`config.mk`:
```
export PLATFORM = sky130hd
export DESIGN_NAME = mult
export DESIGN_NICKNAME = d
export VERILOG_FILES = /design/src/rtl/mult.sv
export SDC_FILE = /design/constraint.sdc
export NUM_CORES = 1
export LEC_CHECK = 0
export ABC_AREA = 1
export ABC_CLOCK_PERIOD_IN_PS = 4500
export CELL_PAD_IN_SITES_DETAIL_PLACEMENT = 1
export CELL_PAD_IN_SITES_GLOBAL_PLACEMENT = 1
export CORE_ASPECT_RATIO = 1.5
export CORE_MARGIN = 10
export CORE_UTILIZATION = 45
export DETAILED_ROUTE_END_ITERATION = 10
export GPL_TIMING_DRIVEN = 0
export PLACE_DENSITY = 0.85
export SYNTH_ARGS = -nofsm -noshare
export SYNTH_HDL_FRONTEND = slang
export SYNTH_SLANG_ARGS = --single-unit
```
`constraint.sdc`:
```
create_clock -name clk -period 4.5 [get_ports clk]
set_input_delay 0.45 -clock clk [delete_from_list [all_inputs] [get_ports clk]]
set_output_delay 0.45 -clock clk [all_outputs]
set_load 0.1 [all_outputs]
```
`src/rtl/mult.sv`:
```
// -----------------------------------------------------------------------------
// mult -- two-stage pipelined multiplier for the digit-recognition MAC datapath.
//
// Computes the full-precision product s = a * b (2*WIDTH bits, no truncation)
// of two's-complement operands using radix-4 Booth recoding of b.
//   Stage 1: Booth partial-product generation and carry-save reduction of all
//            partial products (plus the negation correction bits) into a
//            sum/carry pair.
//   Stage 2: carry-propagate add into the output register.
// A valid bit travels with the data. When in_valid is low the data registers
// hold their value, so s is unchanged while out_valid is low.
//
// Optional feature (compile-time macro MULT_TC_SELECT_EN):
//   Adds input tc, sampled with a/b. tc=1 gives the signed product, tc=0
//   treats both operands as unsigned (zero-extended, one extra Booth digit).
//   Without the macro the port is absent and the block is always signed.
//
// Parameters:
//   WIDTH      operand width in bits, even and >= 4
//
// Ports:
//   clk        rising-edge clock
//   rst_n      asynchronous active-low reset, clears every pipeline register
//   in_valid   a/b (and tc) are sampled this cycle
//   tc         (MULT_TC_SELECT_EN only) 1 = signed, 0 = unsigned operands
//   a          multiplicand
//   b          multiplier (Booth-recoded)
//   s          registered product, 2*WIDTH bits
//   out_valid  s holds the product of the pair presented two cycles earlier
// -----------------------------------------------------------------------------
`default_nettype none

module mult #(
  parameter int WIDTH = 8
) (
  input  logic               clk,
  input  logic               rst_n,
  input  logic               in_valid,
`ifdef MULT_TC_SELECT_EN
  input  logic               tc,
`endif
  input  logic [WIDTH-1:0]   a,
  input  logic [WIDTH-1:0]   b,
  output logic [2*WIDTH-1:0] s,
  output logic               out_valid
);

  localparam int PW = 2 * WIDTH;   // product width

  // Booth operand width. Unsigned support needs two extra (zero) bits so the
  // top Booth digit never sees a spurious sign; this adds one digit.
`ifdef MULT_TC_SELECT_EN
  localparam int BW = WIDTH + 2;
`else
  localparam int BW = WIDTH;
`endif
  localparam int ND = BW / 2;      // number of Booth digits

  // ---------------------------------------------------------------------------
  // Operand extension
  // ---------------------------------------------------------------------------
  logic [BW-1:0] a_ext;
  logic [BW-1:0] b_ext;

`ifdef MULT_TC_SELECT_EN
  assign a_ext = {{2{tc & a[WIDTH-1]}}, a};
  assign b_ext = {{2{tc & b[WIDTH-1]}}, b};
`else
  assign a_ext = a;
  assign b_ext = b;
`endif

  logic [PW-1:0] a_wide;   // multiplicand sign-extended to product width
  logic [BW:0]   b_pad;    // b with the implicit zero below bit 0

  assign a_wide = {{(PW-BW){a_ext[BW-1]}}, a_ext};
  assign b_pad  = {b_ext, 1'b0};

  // ---------------------------------------------------------------------------
  // Stage 1 combinational: Booth partial products and carry-save reduction
  // ---------------------------------------------------------------------------
  logic [2:0]    trip;
  logic [PW-1:0] mag;
  logic          neg;
  logic [PW-1:0] pp;
  logic [PW-1:0] corr;      // +1 injections that complete each negation
  logic [PW-1:0] sum_v;
  logic [PW-1:0] carry_v;
  logic [PW-1:0] t_sum;
  logic [PW-1:0] t_car;

  // NOTE: every variable written here gets a default before any branch or
  // loop, so no path leaves a value unassigned and no latch is inferred.
  always_comb begin
    trip    = '0;
    mag     = '0;
    neg     = 1'b0;
    pp      = '0;
    corr    = '0;
    sum_v   = '0;
    carry_v = '0;
    t_sum   = '0;
    t_car   = '0;

    for (int i = 0; i < ND; i++) begin
      trip = 3'(b_pad >> (2 * i));
      case (trip)
        3'b000, 3'b111:                 mag = '0;           //  0
        3'b001, 3'b010, 3'b101, 3'b110: mag = a_wide;       // +/-1
        default:                        mag = a_wide << 1;  // +/-2
      endcase
      // 111 encodes -0: treat as zero rather than ~0 + 1.
      neg  = trip[2] & ~(trip[1] & trip[0]);
      // Complement before shifting so the vacated low bits stay zero; the
      // matching +1 goes into corr at the digit's weight.
      pp   = (neg ? ~mag : mag) << (2 * i);
      corr = corr | ({{(PW-1){1'b0}}, neg} << (2 * i));

      t_sum   = sum_v ^ carry_v ^ pp;
      t_car   = ((sum_v & carry_v) | (sum_v & pp) | (carry_v & pp)) << 1;
      sum_v   = t_sum;
      carry_v = t_car;
    end

    t_sum   = sum_v ^ carry_v ^ corr;
    t_car   = ((sum_v & carry_v) | (sum_v & corr) | (carry_v & corr)) << 1;
    sum_v   = t_sum;
    carry_v = t_car;
  end

  // ---------------------------------------------------------------------------
  // Pipeline registers
  // ---------------------------------------------------------------------------
  logic          s1_valid;
  logic [PW-1:0] s1_sum;
  logic [PW-1:0] s1_carry;

  // NOTE: state is updated with non-blocking assignments so every register
  // samples the pre-edge values regardless of statement order. The data
  // registers are reset too, because s must read 0 after reset.
  always_ff @(posedge clk or negedge rst_n) begin
    if (!rst_n) begin
      s1_valid <= 1'b0;
      s1_sum   <= '0;
      s1_carry <= '0;
    end else begin
      s1_valid <= in_valid;
      // Load only on valid: keeps the data path quiet and keeps undefined
      // operands out of the pipeline.
      if (in_valid) begin
        s1_sum   <= sum_v;
        s1_carry <= carry_v;
      end
    end
  end

  always_ff @(posedge clk or negedge rst_n) begin
    if (!rst_n) begin
      out_valid <= 1'b0;
      s         <= '0;
    end else begin
      out_valid <= s1_valid;
      if (s1_valid) begin
        s <= s1_sum + s1_carry;
      end
    end
  end

endmodule

`default_nettype wire

```
==> results.md <==
* # resized after CTS at 0
* Worst skew pair latency at just under 0.3 ns
* Die Wd at 97.22 um
* Pleak at 0.002538 uW
* Post-Route Skew at slightly above 0.004 ns
* DRT Pass-1 Iters at 6
* Overflow after GRT at 0
* Longest Clk Path Bufs at 2
* Period utilization at 82.45%
* Setup ws final at 0.7899 ns
* Final Util at 53.45%
* Ranking of synthesized cells by area: dfrtp_1 (29%), nand2_1 (18%), ha_1 (12%), fa_1 (8.0%), inv_1 (7.2%)
* Sequential share of the synthesized area at 29.22%
* TNS Setup at 0 ns
* Synth warn at 0
* CTS Buf Count at 5
* DP HPWL at 9023 um
* Final nets at 662
* Power per standard cell area at roughly 600 nW/um2
* Layout-stage area growth over the synthesis result at 16.54%
* Cell count after synthesis at 544
* Synth top area share at 29.22%
* Synth Area in Adders at 20.39%
* Worst Path Max Fanout at 8
* CTS tree: done
* Core area at 8776 um2
* Worst R2R Start: s1_sum[3]$_DFFE_PN0P_
* Initial antenna violation count at 0
* Fillers at 1128
* Syn avg cell area at between 7 and 8 um2
* DIE HEIGHT at 135.8 um
* Die area at between 10000 and 15000 um2
* First-pass GRT wire length at 18530 um
* Post-layout instance area at 4691 um2
* Clock Root Buffer: clkbuf_16
* Sink Count at between 40 and 50
* Largest family of logic cells by synthesized area: simple AND/OR/NAND/NOR gates
* Slowest cell on the critical path: clkdlybuf4s50_1
* Mux cell area share after synthesis at 0%
* Pre-CTS WS at 0.5008 ns
* WL per Instance at 15.43 um
* Syn_nets at ~620
* Hold Buf Count CTS at 0
* Worst min path class: in -> async
* Final hold vios at 0
* Max-slew violations at 0
* Tot GR Track Use at 16.86%
* FF-to-FF End: s[13]$_DFFE_PN0P_
* Synthesized area at 4025 um2
* Row count at 42
* Min Tclk post-route at 3.710 ns
* Htree depth at 2
* Diode count at 0
* Share of post-route cells with drive strength above 1 at 4.259%
* Remaining DRCs at 0
* ANT nets after route at 0
* R2R cell count at 8
* Biggest cell delay along the critical path at 0.55 ns
* Critical Path, Cell by Cell: clkdlybuf4s50_1, or2_1, nand2_1, o22ai_1, xor2_1, ha_1, fa_1, fa_1, inv_1, fa_1, o21ai_0
* Starting DRT DRC Count at 120
* Post-Synth XOR/XNOR Area at under 10%
* Vias/cell at ~5.2
* Synth Area in Compound Gates at 9.201%
* Post-synthesis simple-gate area fraction at approximately a quarter
* Largest net degree at the start of global routing at 31
* Critical Path Start Type: input pin
* Starting density of the core at 45.87%
* Area leader, netlist: dfrtp_1
* Setup repair bufs after CTS at 0
* RSZ-0062 raised after global routing: no
* Clk slew on worst S/H paths at 0.06 ns
* # IOs at 36
* CP required at 4.65 ns
* Slew @ Worst Pin at 0.9707 ns
* Worst reg2reg setup slack at 2.81 ns
* Critical path type: in -> reg
* Most frequent CP cell: fa_1
* Slew headroom at 35.09%
* Worst vdd ir at 0.0004946 V
* Buffers on Ports at 35
* Crit end category: register
* Via count at 3646
* Total wire length at 10750 um
* Max-capacitance violation count at 0
* # setup viols final at 0
* Placer congestion estimate at 0.8724
* Placed cell area at 4528 um2
* Register bit total from synthesis at 47
* Number of global-route vias before repair at 4002
* Critical Path AT at 3.86 ns
* Status: completed
* FMAX at about 270 MHz
* Post-synth cell types at 29
-- power breakdown --
group / internal (uW) / switching [uW] / leakage [uW]
clock network: 259 / 159 / 0.0000759
logic: 555 / 1170 / 0.00188
registers: 585 / 92.7 / 0.000586
-- metal layers --
metal  global-route usage (%)  vias to the layer above  part of all wire, %
met5                        0                        -                    0
met4                    9.238                        0                  4.6
met3                    2.642                       29                  2.5
met2                    34.20                       55                   57
met1                    15.40                     1761                   36
li1                         -                     1801                    -
-- layout make-up --
| cell class | instances | area [um2] | share of cell area (%) |
|---|---|---|---|
| Buffer | 12 | 46.29 | 0.9869 |
| Clock buffer | 5 | 125.1 | 2.667 |
| Clock inverter | 2 | 37.54 | 0.8002 |
| Inverter | 80 | 300.3 | 6.402 |
| Multi-Input combinational cell | 405 | 2502 | 53.35 |
| Sequential cell | 47 | 1176 | 25.07 |
| Tap cell | 110 | 137.6 | 2.934 |
| Timing Repair Buffer | 36 | 365.4 | 7.789 |
-- kinds of logic (layout without fill, tap and decap cells) --
| group | after synthesis | after routing |
|---|---|---|
| buffers and inverters | 92 | 135 |
| adder cells (fa/ha/maj) | 56 | 56 |
| flip-flops | 47 | 47 |
| AND/OR/NAND/NOR | 256 | 256 |
| XOR/XNOR | 31 | 31 |
| AO/OA/AOI/OAI | 62 | 62 |
-- critical path, delay by kind of cell --
family,cells,cell delay (ns)
buffers and inverters,2,0.60
AO/OA/AOI/OAI,2,0.22
adder cells (fa/ha/maj),4,1.87
XOR/XNOR,1,0.17
AND/OR/NAND/NOR,2,0.55
-- cell usage after synthesis (all sizes together) --
cell	instances
nand3	20
o211ai	5
a21oi	8
nand2	201
dfrtp	47
a21boi	1
fa	16
nand4	4
inv	80
nor3	2
buf	1
a31oi	1
o22ai	20
nand3b	3
xnor2	5
xor2	26
ha	40
o21ai	27
clkbuf	11
or2	2
nor2	22
and2	2
-- worst max path at each step --
stage / startpoint / end / slack [ns] / depth (start not counted)
3_3_place_gp: b[1] / s1_sum[6]$_DFFE_PN0P_ / 0.58 / 11
6_report: b[1] / s1_sum[6]$_DFFE_PN0P_ / 0.79 / 11
3_5_place_dp: b[1] / s1_sum[6]$_DFFE_PN0P_ / 0.50 / 11
2_1_floorplan: b[1] / s1_sum[6]$_DFFE_PN0P_ / 1.31 / 10
4_1_cts: b[1] / s1_sum[6]$_DFFE_PN0P_ / 0.80 / 11
5_1_grt: b[1] / s1_sum[6]$_DFFE_PN0P_ / 0.66 / 11
-- sequential cells by signal (all words and copies together) (netlist names) --
signal	count
out_valid	1
s1_valid	1
s1_sum	16
s	16
s1_carry	13
-- cells in the final DEF, fill, tap and decap left out, types with 8 or more instances in the layout --
master	n
a21oi_1	8
clkbuf_1	11
clkdlybuf4s50_1	34
dfrtp_1	47
fa_1	16
ha_1	40
inv_1	77
nand2_1	197
nand3_1	20
nor2_1	20
o21ai_0	21
o22ai_1	20
xor2_1	26
-- per-stage QoR --
step | total power, uW | hold slack (ns) | std cells
3_3_place_gp | 2328 | 0.4191 | 689
4_1_cts | 2851 | 0.1128 | 697
3_5_place_dp | 2412 | 0.4196 | 690
5_1_grt | 3073 | 0.1290 | 697
2_1_floorplan | 1976 | 0.1544 | 544
6_report | 2817 | 0.1064 | 697
Power figures use the tool's default switching activity.
